**config.mk**
```make
export PLATFORM = sky130hd
export DESIGN_NAME = dmem_arbiter_flat
export DESIGN_NICKNAME = d
export VERILOG_FILES = /design/src/rtl/dmem_arbiter_if.sv /design/src/rtl/dmem_arbiter.sv /design/src/flat_wrapper.sv
export SDC_FILE = /design/constraint.sdc
export NUM_CORES = 1
export LEC_CHECK = 0
export BUFFER_PORTS_ARGS = -buffer_cell sky130_fd_sc_hd__buf_2
export CAP_MARGIN = 20
export CORE_AREA = 5 5 113 115
export CTS_CLUSTER_DIAMETER = 80
export DETAILED_ROUTE_END_ITERATION = 10
export DIE_AREA = 0 0 118 120
export MAX_ROUTING_LAYER = met4
export SLEW_MARGIN = 10
export SYNTH_ARGS = -nofsm -noshare
export SYNTH_HDL_FRONTEND = slang
export SYNTH_SLANG_ARGS = --single-unit
export TNS_END_PERCENT = 1
```
**constraint.sdc**
```tcl
create_clock -name clk -period 1.4 [get_ports clk]
set_input_delay 0.14 -clock clk [delete_from_list [all_inputs] [get_ports clk]]
set_output_delay 0.14 -clock clk [all_outputs]
set_load 0.01 [all_outputs]
```
**src/rtl/dmem_arbiter_if.sv**
```systemverilog
// dmem_arbiter_if: bus bundle for the data memory arbiter.
//   CPU side : cpu_rd, cpu_wr, cpu_addr, cpu_wdata -> ; <- cpu_rdata, cpu_stall
//   Port B   : b_req, b_we, b_addr, b_wdata -> ; <- b_ack, b_rdata, b_err
//   Memory   : <- mem_rd, mem_wr, mem_addr, mem_wdata ; mem_rdata ->
//   slave modport = arbiter view, master modport = surrounding system view.
interface dmem_arbiter_if;
   logic        cpu_rd;
   logic        cpu_wr;
   logic [31:0] cpu_addr;
   logic [31:0] cpu_wdata;
   logic [31:0] cpu_rdata;
   logic        cpu_stall;
   logic        b_req;
   logic        b_we;
   logic [31:0] b_addr;
   logic [31:0] b_wdata;
   logic        b_ack;
   logic [31:0] b_rdata;
   logic        b_err;
   logic        mem_rd;
   logic        mem_wr;
   logic [31:0] mem_addr;
   logic [31:0] mem_wdata;
   logic [31:0] mem_rdata;
   modport slave (
      input  cpu_rd, cpu_wr, cpu_addr, cpu_wdata, b_req, b_we, b_addr, b_wdata, mem_rdata,
      output cpu_rdata, cpu_stall, b_ack, b_rdata, b_err, mem_rd, mem_wr, mem_addr, mem_wdata
   );
   modport master (
      output cpu_rd, cpu_wr, cpu_addr, cpu_wdata, b_req, b_we, b_addr, b_wdata, mem_rdata,
      input  cpu_rdata, cpu_stall, b_ack, b_rdata, b_err, mem_rd, mem_wr, mem_addr, mem_wdata
   );
endinterface

```
**src/rtl/dmem_arbiter.sv**
```systemverilog
// dmem_arbiter: shares a single-port data memory between the CPU MEM stage
// (priority) and a secondary req/ack master B with a bounded starvation wait.
//   clk   : clock
//   reset : asynchronous active-low reset
//   arb_if: dmem_arbiter_if.slave bundle (CPU, port B and memory signals)
// Optional: define DMEM_ARB_RANGE_CHECK_EN to reject B accesses beyond RAM_SIZE
// words (memory strobes suppressed, b_err=1 and b_rdata=0 at the ack).
module dmem_arbiter #(
   parameter int RAM_SIZE     = 4096,
   parameter int STARVE_LIMIT = 8,
   parameter int CNT_W        = 8
) (
   input logic            clk,
   input logic            reset,
   dmem_arbiter_if.slave  arb_if
);
   typedef enum logic [1:0] {S_CPU, S_B, S_ACK} state_t;
`ifdef DMEM_ARB_RANGE_CHECK_EN
   localparam logic RANGE_CHK = 1'b1;
`else
   localparam logic RANGE_CHK = 1'b0;
`endif
   state_t            state_q, state_d;
   logic [CNT_W-1:0]  wait_q, wait_d;
   logic [31:0]       brdata_q, brdata_d;
   logic              err_q, err_d;
   logic              ack_q;
   logic              cpu_busy, grant, in_b, oor;
   assign cpu_busy = arb_if.cpu_rd | arb_if.cpu_wr;
   assign in_b     = state_q == S_B;
   // B may go when the CPU leaves the memory free, or once it has waited long enough
   assign grant    = arb_if.b_req & (~cpu_busy | (wait_q == CNT_W'(STARVE_LIMIT)));
   assign oor      = RANGE_CHK & ({2'b00, arb_if.b_addr[31:2]} >= 32'(RAM_SIZE));
   assign arb_if.mem_addr  = in_b ? arb_if.b_addr : arb_if.cpu_addr;
   assign arb_if.mem_wdata = in_b ? arb_if.b_wdata : arb_if.cpu_wdata;
   assign arb_if.mem_rd    = in_b ? (~arb_if.b_we & ~oor) : arb_if.cpu_rd;
   assign arb_if.mem_wr    = in_b ? (arb_if.b_we & ~oor) : arb_if.cpu_wr;
   assign arb_if.cpu_rdata = in_b ? 32'h0 : arb_if.mem_rdata;
   assign arb_if.cpu_stall = in_b & cpu_busy;
   assign arb_if.b_ack     = ack_q;
   assign arb_if.b_rdata   = brdata_q;
   assign arb_if.b_err     = err_q;
   always_comb begin
      state_d  = state_q;
      wait_d   = wait_q;
      brdata_d = brdata_q;
      err_d    = err_q;
      case (state_q)
         S_CPU: begin
            state_d = grant ? S_B : S_CPU;
            wait_d  = (grant | ~arb_if.b_req) ? '0 :
                      (cpu_busy & (wait_q != '1)) ? wait_q + CNT_W'(1) : wait_q;
         end
         S_B: begin
            state_d  = S_ACK;
            brdata_d = oor ? 32'h0 : (arb_if.b_we ? brdata_q : arb_if.mem_rdata);
            err_d    = oor;
         end
         default: state_d = S_CPU;
      endcase
      if (!arb_if.b_req) wait_d = '0;
   end
   always_ff @(posedge clk or negedge reset) begin
      if (!reset) begin
         state_q  <= S_CPU;
         wait_q   <= '0;
         ack_q    <= 1'b0;
         brdata_q <= 32'h0;
         err_q    <= 1'b0;
      end else begin
         state_q  <= state_d;
         wait_q   <= wait_d;
         ack_q    <= in_b;
         brdata_q <= brdata_d;
         err_q    <= err_d;
      end
   end
endmodule

```
**src/flat_wrapper.sv**
```systemverilog
// flat-port wrapper written by rule: the top's interface ports become plain ports
module dmem_arbiter_flat 
#(
   parameter int RAM_SIZE     = 4096,
   parameter int STARVE_LIMIT = 8,
   parameter int CNT_W        = 8
)
  (clk, reset, arb_if_cpu_rd, arb_if_cpu_wr, arb_if_cpu_addr, arb_if_cpu_wdata, arb_if_b_req, arb_if_b_we, arb_if_b_addr, arb_if_b_wdata, arb_if_mem_rdata, arb_if_cpu_rdata, arb_if_cpu_stall, arb_if_b_ack, arb_if_b_rdata, arb_if_b_err, arb_if_mem_rd, arb_if_mem_wr, arb_if_mem_addr, arb_if_mem_wdata);
  dmem_arbiter_if arb_if_i ();
  input logic clk;
  input logic reset;
  input wire logic [$bits(arb_if_i.cpu_rd)-1:0] arb_if_cpu_rd;
  input wire logic [$bits(arb_if_i.cpu_wr)-1:0] arb_if_cpu_wr;
  input wire logic [$bits(arb_if_i.cpu_addr)-1:0] arb_if_cpu_addr;
  input wire logic [$bits(arb_if_i.cpu_wdata)-1:0] arb_if_cpu_wdata;
  input wire logic [$bits(arb_if_i.b_req)-1:0] arb_if_b_req;
  input wire logic [$bits(arb_if_i.b_we)-1:0] arb_if_b_we;
  input wire logic [$bits(arb_if_i.b_addr)-1:0] arb_if_b_addr;
  input wire logic [$bits(arb_if_i.b_wdata)-1:0] arb_if_b_wdata;
  input wire logic [$bits(arb_if_i.mem_rdata)-1:0] arb_if_mem_rdata;
  output wire logic [$bits(arb_if_i.cpu_rdata)-1:0] arb_if_cpu_rdata;
  output wire logic [$bits(arb_if_i.cpu_stall)-1:0] arb_if_cpu_stall;
  output wire logic [$bits(arb_if_i.b_ack)-1:0] arb_if_b_ack;
  output wire logic [$bits(arb_if_i.b_rdata)-1:0] arb_if_b_rdata;
  output wire logic [$bits(arb_if_i.b_err)-1:0] arb_if_b_err;
  output wire logic [$bits(arb_if_i.mem_rd)-1:0] arb_if_mem_rd;
  output wire logic [$bits(arb_if_i.mem_wr)-1:0] arb_if_mem_wr;
  output wire logic [$bits(arb_if_i.mem_addr)-1:0] arb_if_mem_addr;
  output wire logic [$bits(arb_if_i.mem_wdata)-1:0] arb_if_mem_wdata;
  assign arb_if_i.cpu_rd = arb_if_cpu_rd;
  assign arb_if_i.cpu_wr = arb_if_cpu_wr;
  assign arb_if_i.cpu_addr = arb_if_cpu_addr;
  assign arb_if_i.cpu_wdata = arb_if_cpu_wdata;
  assign arb_if_i.b_req = arb_if_b_req;
  assign arb_if_i.b_we = arb_if_b_we;
  assign arb_if_i.b_addr = arb_if_b_addr;
  assign arb_if_i.b_wdata = arb_if_b_wdata;
  assign arb_if_i.mem_rdata = arb_if_mem_rdata;
  assign arb_if_cpu_rdata = arb_if_i.cpu_rdata;
  assign arb_if_cpu_stall = arb_if_i.cpu_stall;
  assign arb_if_b_ack = arb_if_i.b_ack;
  assign arb_if_b_rdata = arb_if_i.b_rdata;
  assign arb_if_b_err = arb_if_i.b_err;
  assign arb_if_mem_rd = arb_if_i.mem_rd;
  assign arb_if_mem_wr = arb_if_i.mem_wr;
  assign arb_if_mem_addr = arb_if_i.mem_addr;
  assign arb_if_mem_wdata = arb_if_i.mem_wdata;
  dmem_arbiter #(.RAM_SIZE(RAM_SIZE), .STARVE_LIMIT(STARVE_LIMIT), .CNT_W(CNT_W)) u_core (.clk(clk), .reset(reset), .arb_if(arb_if_i));
endmodule
```
==> results.yml, run 1 <==
clock_network:
  cts_tree: "done"
  clk_pin_slew_ns: 0.07
  cts_max_level: 2
  clock_path_buffers: 2
  clk_latency_ns: 0.28
  root_buffer: "clkbuf_16"
  cts_buffers: 5
  cts_sinks: 42
placed_design:
  pre_cts_ws_ns: -0.2411
  place_area_um2: 4657
  port_buffers: 297
  place_inst: 697
  hpwl_um: 10830
  gp_congestion: 0.8697
layout:
  synthToLayoutAreaGrowth_pct: 99.69
  fin_nets: 741
  finalNonFillerCells: 723
  utilization_pct: 48.75
  layout-drive-gt1-share_pct: 75.44
  stdcell_area_um2: 5709
timing:
  rsz0062_at_grt: "true"
  fin_crit_sh_pct: 134.0
  finalSetupViolCount: 139
  drv_slew: 0
  whs_ns: 0.08218
  finalCriticalPeriod_ns: 1.876
  skew_ns: 0.002827
  max_freq_mhz: 533.0
  hold_viol: 0
  worst_slack_ns: -0.4763
floorplan:
  initial_core_util_pct: 24.41
  io_pins: 299
  die_y_um: 120
  die_area_um2: 14160
  core_area_um2: 11710
  die_w_um: 118
  rows: 40
route:
  dr.pass1.iters: 4
  drc_errors: 0
  drt-total-wl_um: 14680
  vias: 3327
  detail-route-antenna-nets: 0
  routedWlPerCell_um: 20.30
  viasPerCell: 4.602
  initialDrtViolationCount: 138
critical_path:
  path_cells: "nor2b_4 > buf_12 > buf_16 > buf_12 > mux2_4 > buf_6"
  arrival_ns: 1.74
  critPathSlowestCell: "dfrtp_2"
  crit_path_end_kind: "output pin"
  rr_worst_depth: 5
  worst_path_most_repeated_cell: "buf_12"
  r2r-end: "u_core.arb_if.b_rdata[11]$_DFFE_PN0P_"
  setup.worst_path.class: "reg2out"
  cpPeakStageDelay_ns: 0.43
  crit_buf_inv: 4
  r2r_start: "u_core.arb_if.b_ack$_DFF_PN0_"
  cp_num_cells: 6
  cp_top_family: "buffers and inverters"
  critical_path_peak_fanout: 9
  start_kind: "register"
  rrSetupSlack_ns: -0.21
  cp.required_ns: 1.26
power:
  leakage_uw: 0.002943
  peakVddDrop_mv: 0.5213
  power.density_nw_per_um2: 826.0
synth:
  synth_simple_gate_area_share_pct: 12.04
  netlist_instances: 243
  synth_top_family_by_area: "multiplexers"
  netlist_area_um2: 2859
  synth_fa_ha_area_share_pct: 0.8753
  syn_nets: 411
  ys_seq_elements: 42
  yosys_warnings: 0
  avgSynthCellArea_um2: 11.77
  synth.distinct_cells: 39
  synth-compound-area-share_pct: 6.827
  yosysSeqAreaShare_pct: 36.76
  synth_mux_area_share_pct: 38.56
  synthXorXnorAreaFrac_pct: 0
grt:
  grt_max_degree: 30
  grt_antenna_before_repair: 2
  grt_pass1_vias: 3519
  grt_pass1_wl_um: 20530
  grt_overflow_total: 0
  grtUsageTotal_pct: 18.95
run:
  max-cap-violations: 0
worst_hold_path:
  hold_path_startpoint: "arb_if_mem_rdata[4]"
  hold_class: "in2reg"
  hold_path_depth: 2
  holdPathEnd: "u_core.arb_if.b_rdata[4]$_DFFE_PN0P_"
status:
  violations: "negative setup slack"
  status: "complete, but fails checks"
-- layer usage --
metal	vias to the layer above	track usage [%]	share of wire [%]	routed length, um
met5	-	-	0	0
met4	0	4.158	1.6	240
met3	17	4.430	7.7	1131
met2	165	32.85	51	7555
met1	1608	22.47	39	5751
li1	1537	-	-	-
-- cells in the mapped netlist --
master | count | share of area, %
dfrtp_1 | 42 | 37
conb_1 | 1 | 0.13
nand2_1 | 3 | 0.39
o21a_1 | 1 | 0.26
mux2i_1 | 1 | 0.35
a41oi_1 | 1 | 0.31
nand3b_1 | 1 | 0.26
nor2_1 | 5 | 0.66
and3_1 | 2 | 0.44
mux2_2 | 67 | 26
clkbuf_1 | 2 | 0.26
ha_1 | 2 | 0.88
nand4_2 | 1 | 0.44
o211ai_2 | 1 | 0.44
a21oi_2 | 1 | 0.31
a41o_1 | 1 | 0.35
a2111oi_2 | 1 | 0.53
o21ai_0 | 1 | 0.17
o31ai_1 | 2 | 0.53
o21ai_1 | 1 | 0.17
and4_1 | 1 | 0.31
a41oi_4 | 1 | 0.96
o22ai_1 | 1 | 0.22
nor2_2 | 2 | 0.44
buf_2 | 5 | 0.88
nor2b_1 | 35 | 7.7
buf_6 | 3 | 1.2
a21oi_1 | 5 | 0.88
a311oi_1 | 2 | 0.61
o21ai_2 | 1 | 0.31
nor3_1 | 1 | 0.17
inv_1 | 5 | 0.66
mux2_1 | 30 | 12
nor4_2 | 1 | 0.44
o32ai_2 | 1 | 0.57
nand4b_1 | 1 | 0.31
nand3_1 | 3 | 0.53
a31oi_1 | 1 | 0.22
buf_4 | 7 | 1.8
-- cell type report --
type                    instances  area, um^2
inverters                       5       18.77
flip-flops and latches         42        1054
well taps                     147       183.9
clock inverters                 3       23.77
fillers                      1074        6002
clock buffers                   5       125.1
multi-input cells             179        1922
diodes                          2       5.005
repair buffers                340        2377
-- what timing repair did --
item,CTS,global route
pin swaps,4,2
cloned,5,1
endpoints found under the setup margin,136,139
hold endpoints to repair,17,0
hold buffers,1,0
setup buffers,3,6
gates resized for setup,98,37
-- logic make-up (layout without fill, tap and decap cells) --
| kind of cell | count (synthesis) | count (layout) |
|---|---|---|
| multiplexers | 98 | 98 |
| AND/OR/NAND/NOR | 56 | 56 |
| flip-flops | 42 | 42 |
| AO/OA/AOI/OAI | 22 | 22 |
| buffers and inverters | 22 | 353 |
| adder cells (fa/ha/maj) | 2 | 2 |
| other | 1 | 3 |
-- worst reg2reg max path, cell delays in order, from the launching register on --
cell and delay [ns]:
dfrtp_2 0.43, nor2b_4 0.17, buf_12 0.15, nor2b_4 0.18
buf_12 0.21, mux2_1 0.37
-- registers in the layout, indices dropped and copies added (netlist names) --
| signal | cells |
|---|---|
| u_core.wait_q | 8 |
| u_core.arb_if.b_rdata | 32 |
| u_core.arb_if.b_ack | 1 |
| u_core.state_q | 1 |
-- placed cells by master, fill, tap and decap left out, types with 2 or more instances in the layout --
cell type and n:
buf_2 240, buf_6 58, mux2_4 53, dfrtp_1 40, nor2b_1 31, mux2_1 30
buf_4 28, mux2_2 14, clkbuf_16 6, buf_12 6, inv_1 5, nor2_1 5
a21oi_1 5, buf_16 4, nor2b_4 3, nand3_1 3, nand2_1 3, diode_2 2
a311oi_1 2, o31ai_1 2, clkinvlp_4 2, dfrtp_2 2
-- where the power goes --
group	internal (uW)	switching [uW]	leakage [uW]
sequential	1470	117	0.000521
clock	668	525	0.0000665
combinational	1070	871	0.00236
-- worst max-delay path by stage --
stage,startpoint,to
floorplan,u_core.wait_q[0]$_DFFE_PN0P_,u_core.wait_q[3]$_DFFE_PN0P_
global placement,u_core.arb_if.b_ack$_DFF_PN0_,arb_if_mem_wdata[28]
detailed placement,u_core.arb_if.b_ack$_DFF_PN0_,arb_if_mem_wdata[31]
CTS,u_core.arb_if.b_ack$_DFF_PN0_,arb_if_mem_addr[10]
global route,u_core.arb_if.b_ack$_DFF_PN0_,arb_if_mem_wdata[13]
finish,u_core.arb_if.b_ack$_DFF_PN0_,arb_if_mem_wdata[13]
-- per-stage QoR --
| step | power (uW) | setup TNS (ns) |
|---|---|---|
| floorplan | 2314 | -0.2982 |
| global placement | 3163 | -10.85 |
| detailed placement | 3209 | -14.78 |
| CTS | 4695 | -47.78 |
| global route | 4989 | -48.85 |
| finish | 4716 | -41.03 |
(Power assumes the default switching activity.)
==> inputs of run 2 (changes only) <==
- ABC_AREA: default -> 1
- CELL_PAD_IN_SITES_DETAIL_PLACEMENT: default -> 1
- CELL_PAD_IN_SITES_GLOBAL_PLACEMENT: default -> 2
- CORE_AREA: 5 5 113 115 -> default
- CORE_MARGIN: default -> 5
- CORE_UTILIZATION: default -> 15
- DIE_AREA: 0 0 118 120 -> default
- PLACE_DENSITY_LB_ADDON: default -> 0.1
- clock period: 1.4 -> 1.8 ns (I/O delays scaled with it)
==> results.yml, run 2 <==
clock_network:
  root_buffer: "clkbuf_16"
  clock_path_buffers: 2
  cts_tree: "done"
  clk_pin_slew_ns: 0.06
  cts_buffers: 5
  cts_max_level: 2
  clk_latency_ns: 0.28
  cts_sinks: 42
layout:
  finalNonFillerCells: 1044
  synthToLayoutAreaGrowth_pct: 68.66
  fill_cells: 2501
  layout_commonest_cell: "buf_2"
  stdcell_area_um2: 4875
  fin_nets: 948
  mostFrequentLayoutCells: "297 x buf_2, 258 x nand2_1, 54 x nor2_1"
  layout-drive-gt1-share_pct: 42.13
  largest_reg_flops: 32
route:
  initialDrtViolationCount: 98
  drt-total-wl_um: 16220
  drc_errors: 0
  dr.pass1.iters: 4
  routedWlPerCell_um: 15.53
  viasPerCell: 3.893
  vias: 4064
  detail-route-antenna-nets: 0
critical_path:
  crit_path_end_kind: "output pin"
  setup.worst_path.class: "reg2out"
  start_kind: "register"
  cpPeakStageDelay_ns: 0.44
  r2r-end: "u_core.wait_q[4]$_DFFE_PN0P_"
  rrSetupSlack_ns: 0.22
  cp.required_ns: 1.62
  path_cells: "nor2_4 > inv_2 > buf_12 > nand2_1 > nand2_1 > buf_2"
  r2r_start: "u_core.wait_q[0]$_DFFE_PN0P_"
  worst_path_most_repeated_cell: "nand2_1"
  critical_path_peak_fanout: 32
  arrival_ns: 1.59
  critPathSlowestCell: "dfrtp_2"
  rr_worst_depth: 9
floorplan:
  die_y_um: 148.8
  initial_core_util_pct: 15.35
  io_pins: 299
  core_area_um2: 18830
  die_w_um: 148.8
  die_area_um2: 22140
  rows: 50
grt:
  grt_overflow_total: 0
  grt_pass1_wl_um: 24070
  grt_antenna_before_repair: 3
  grt_pass1_vias: 4424
  grtUsageTotal_pct: 14.29
  grt_max_degree: 65
synth:
  async_flop_share_pct: 100.0
  synth_edf_count: 0
  yosys_warnings: 0
  yosysTopAreaCellShare_pct: 36.36
  synthMostInstantiatedCell: "nand2_1"
  avgSynthCellArea_um2: 5.911
  synth_largest_area_cell: "dfrtp_1"
  synth_area_leaders: "dfrtp_1 36%, nand2_1 34%, nor2_1 7.0%"
  synth.distinct_cells: 22
  ys_seq_elements: 42
  netlist_top_cells_count: "261 x nand2_1, 54 x nor2_1, 43 x inv_1, 42 x dfrtp_1, 33 x o21ai_1"
  netlist_instances: 489
  syn_nets: 657
  yosysSeqAreaShare_pct: 36.36
  synth_ff_type: "dfrtp_1"
  netlist_area_um2: 2890
placed_design:
  place_inst: 1029
  port_buffers: 297
  hpwl_um: 13830
  place_area_um2: 4649
  gp_congestion: 0.7702
  pre_cts_ws_ns: 0.1396
timing:
  drv_slew: 0
  whs_ns: 0.1491
  tightest_slew_ns: 0.6391
  fin_crit_sh_pct: 98.28
  max-slew-margin-rel_pct: 57.39
  finalSetupViolCount: 0
  rsz0062_at_grt: "true"
  hold_viol: 0
  worst_slack_ns: 0.03094
  tns_ns: 0
  finalCriticalPeriod_ns: 1.769
  max_freq_mhz: 565.3
  skew_ns: 0.005854
power:
  peakVddDrop_mv: 0.3806
  leakage_uw: 0.003013
  power.density_nw_per_um2: 683.5
status:
  status: "completed"
worst_hold_path:
  holdPathEnd: "u_core.arb_if.b_rdata[9]$_DFFE_PN0P_"
  hold_class: "in2reg"
  hold_path_startpoint: "arb_if_mem_rdata[9]"
  hold_path_depth: 3
run:
  max-cap-violations: 0
run 2: per-layer routing:
layer	vias to the layer above	GRT usage (%)	part of all wire [%]
li1	2046	-	-
met1	1855	14.08	35
met2	156	27.32	55
met3	7	5.044	8.7
met4	0	2.471	0.73
met5	-	-	0
run 2: worst max-delay path by stage:
stage	startpoint	to	slack [ns]
floorplan	u_core.arb_if.b_ack$_DFF_PN0_	u_core.arb_if.b_rdata[22]$_DFFE_PN0P_	0.44
global placement	u_core.arb_if.b_ack$_DFF_PN0_	arb_if_mem_wdata[18]	0.20
detailed placement	u_core.arb_if.b_ack$_DFF_PN0_	arb_if_mem_wdata[18]	0.14
CTS	u_core.state_q[0]$_DFF_PN0_	arb_if_mem_wdata[27]	-0.001
global route	u_core.arb_if.b_ack$_DFF_PN0_	arb_if_mem_wdata[27]	-0.04
finish	u_core.arb_if.b_ack$_DFF_PN0_	arb_if_mem_wdata[27]	0.03
run 2: worst max-delay path, delay by kind of cell, from the launching register on:
kind                   cells  cell delay, ns
DFF                        1            0.44
buffers and inverters      3            0.45
and+or+nand+nor            3            0.40
run 2: per-stage QoR:
step / utilization [%] / power [uW]
3_3_place_gp: 24.69 / 2440
6_report: 25.89 / 3332
4_1_cts: 25.65 / 3419
5_1_grt: 25.89 / 3584
2_1_floorplan: - / 1757
3_5_place_dp: 24.69 / 2459
run 2: repair_timing:
action / in CTS / in global routing
resized for setup: 4 / 2
endpoints found under the hold margin: 24 / 0
gates cloned: 0 / 1
setup buffers: 1 / 1
hold buffers: 1 / 0
pin swaps: 1 / 1
endpoints found under the setup margin: 40 / 60
run 2: kinds of logic (layout without fill, tap and decap cells):
kind of cell | Yosys count | after routing | synth area share, %
and+or+nand+nor | 335 | 335 | 45.11
xor gates and xnor gates | 1 | 1 | 0.3031
AOI/OAI and AO/OA | 36 | 36 | 6.234
adders and majority gates | 2 | 2 | 0.8657
buffers and inverters | 72 | 364 | 11.00
other | 1 | 4 | 0.1297
DFF | 42 | 42 | 36.36
run 2: final cells by class:
type                       instances  area [um^2]  area share (%)
multi-input combinational        375         1529           31.37
clock buffer                       6        138.9           2.849
antenna                            3        7.507          0.1540
timing repair buffer             310         1637           33.57
sequential                        42         1052           21.59
clock inverter                     2        12.51          0.2567
inverter                          46        172.7           3.542
tap                              260        325.3           6.674
run 2: report_power, final:
group | total, uW | leakage (uW) | internal (uW) | switching (uW)
registers | 1210 | 0.000536 | 1120 | 91.8
logic | 1200 | 0.00240 | 522 | 681
clock network | 919 | 0.0000729 | 549 | 369
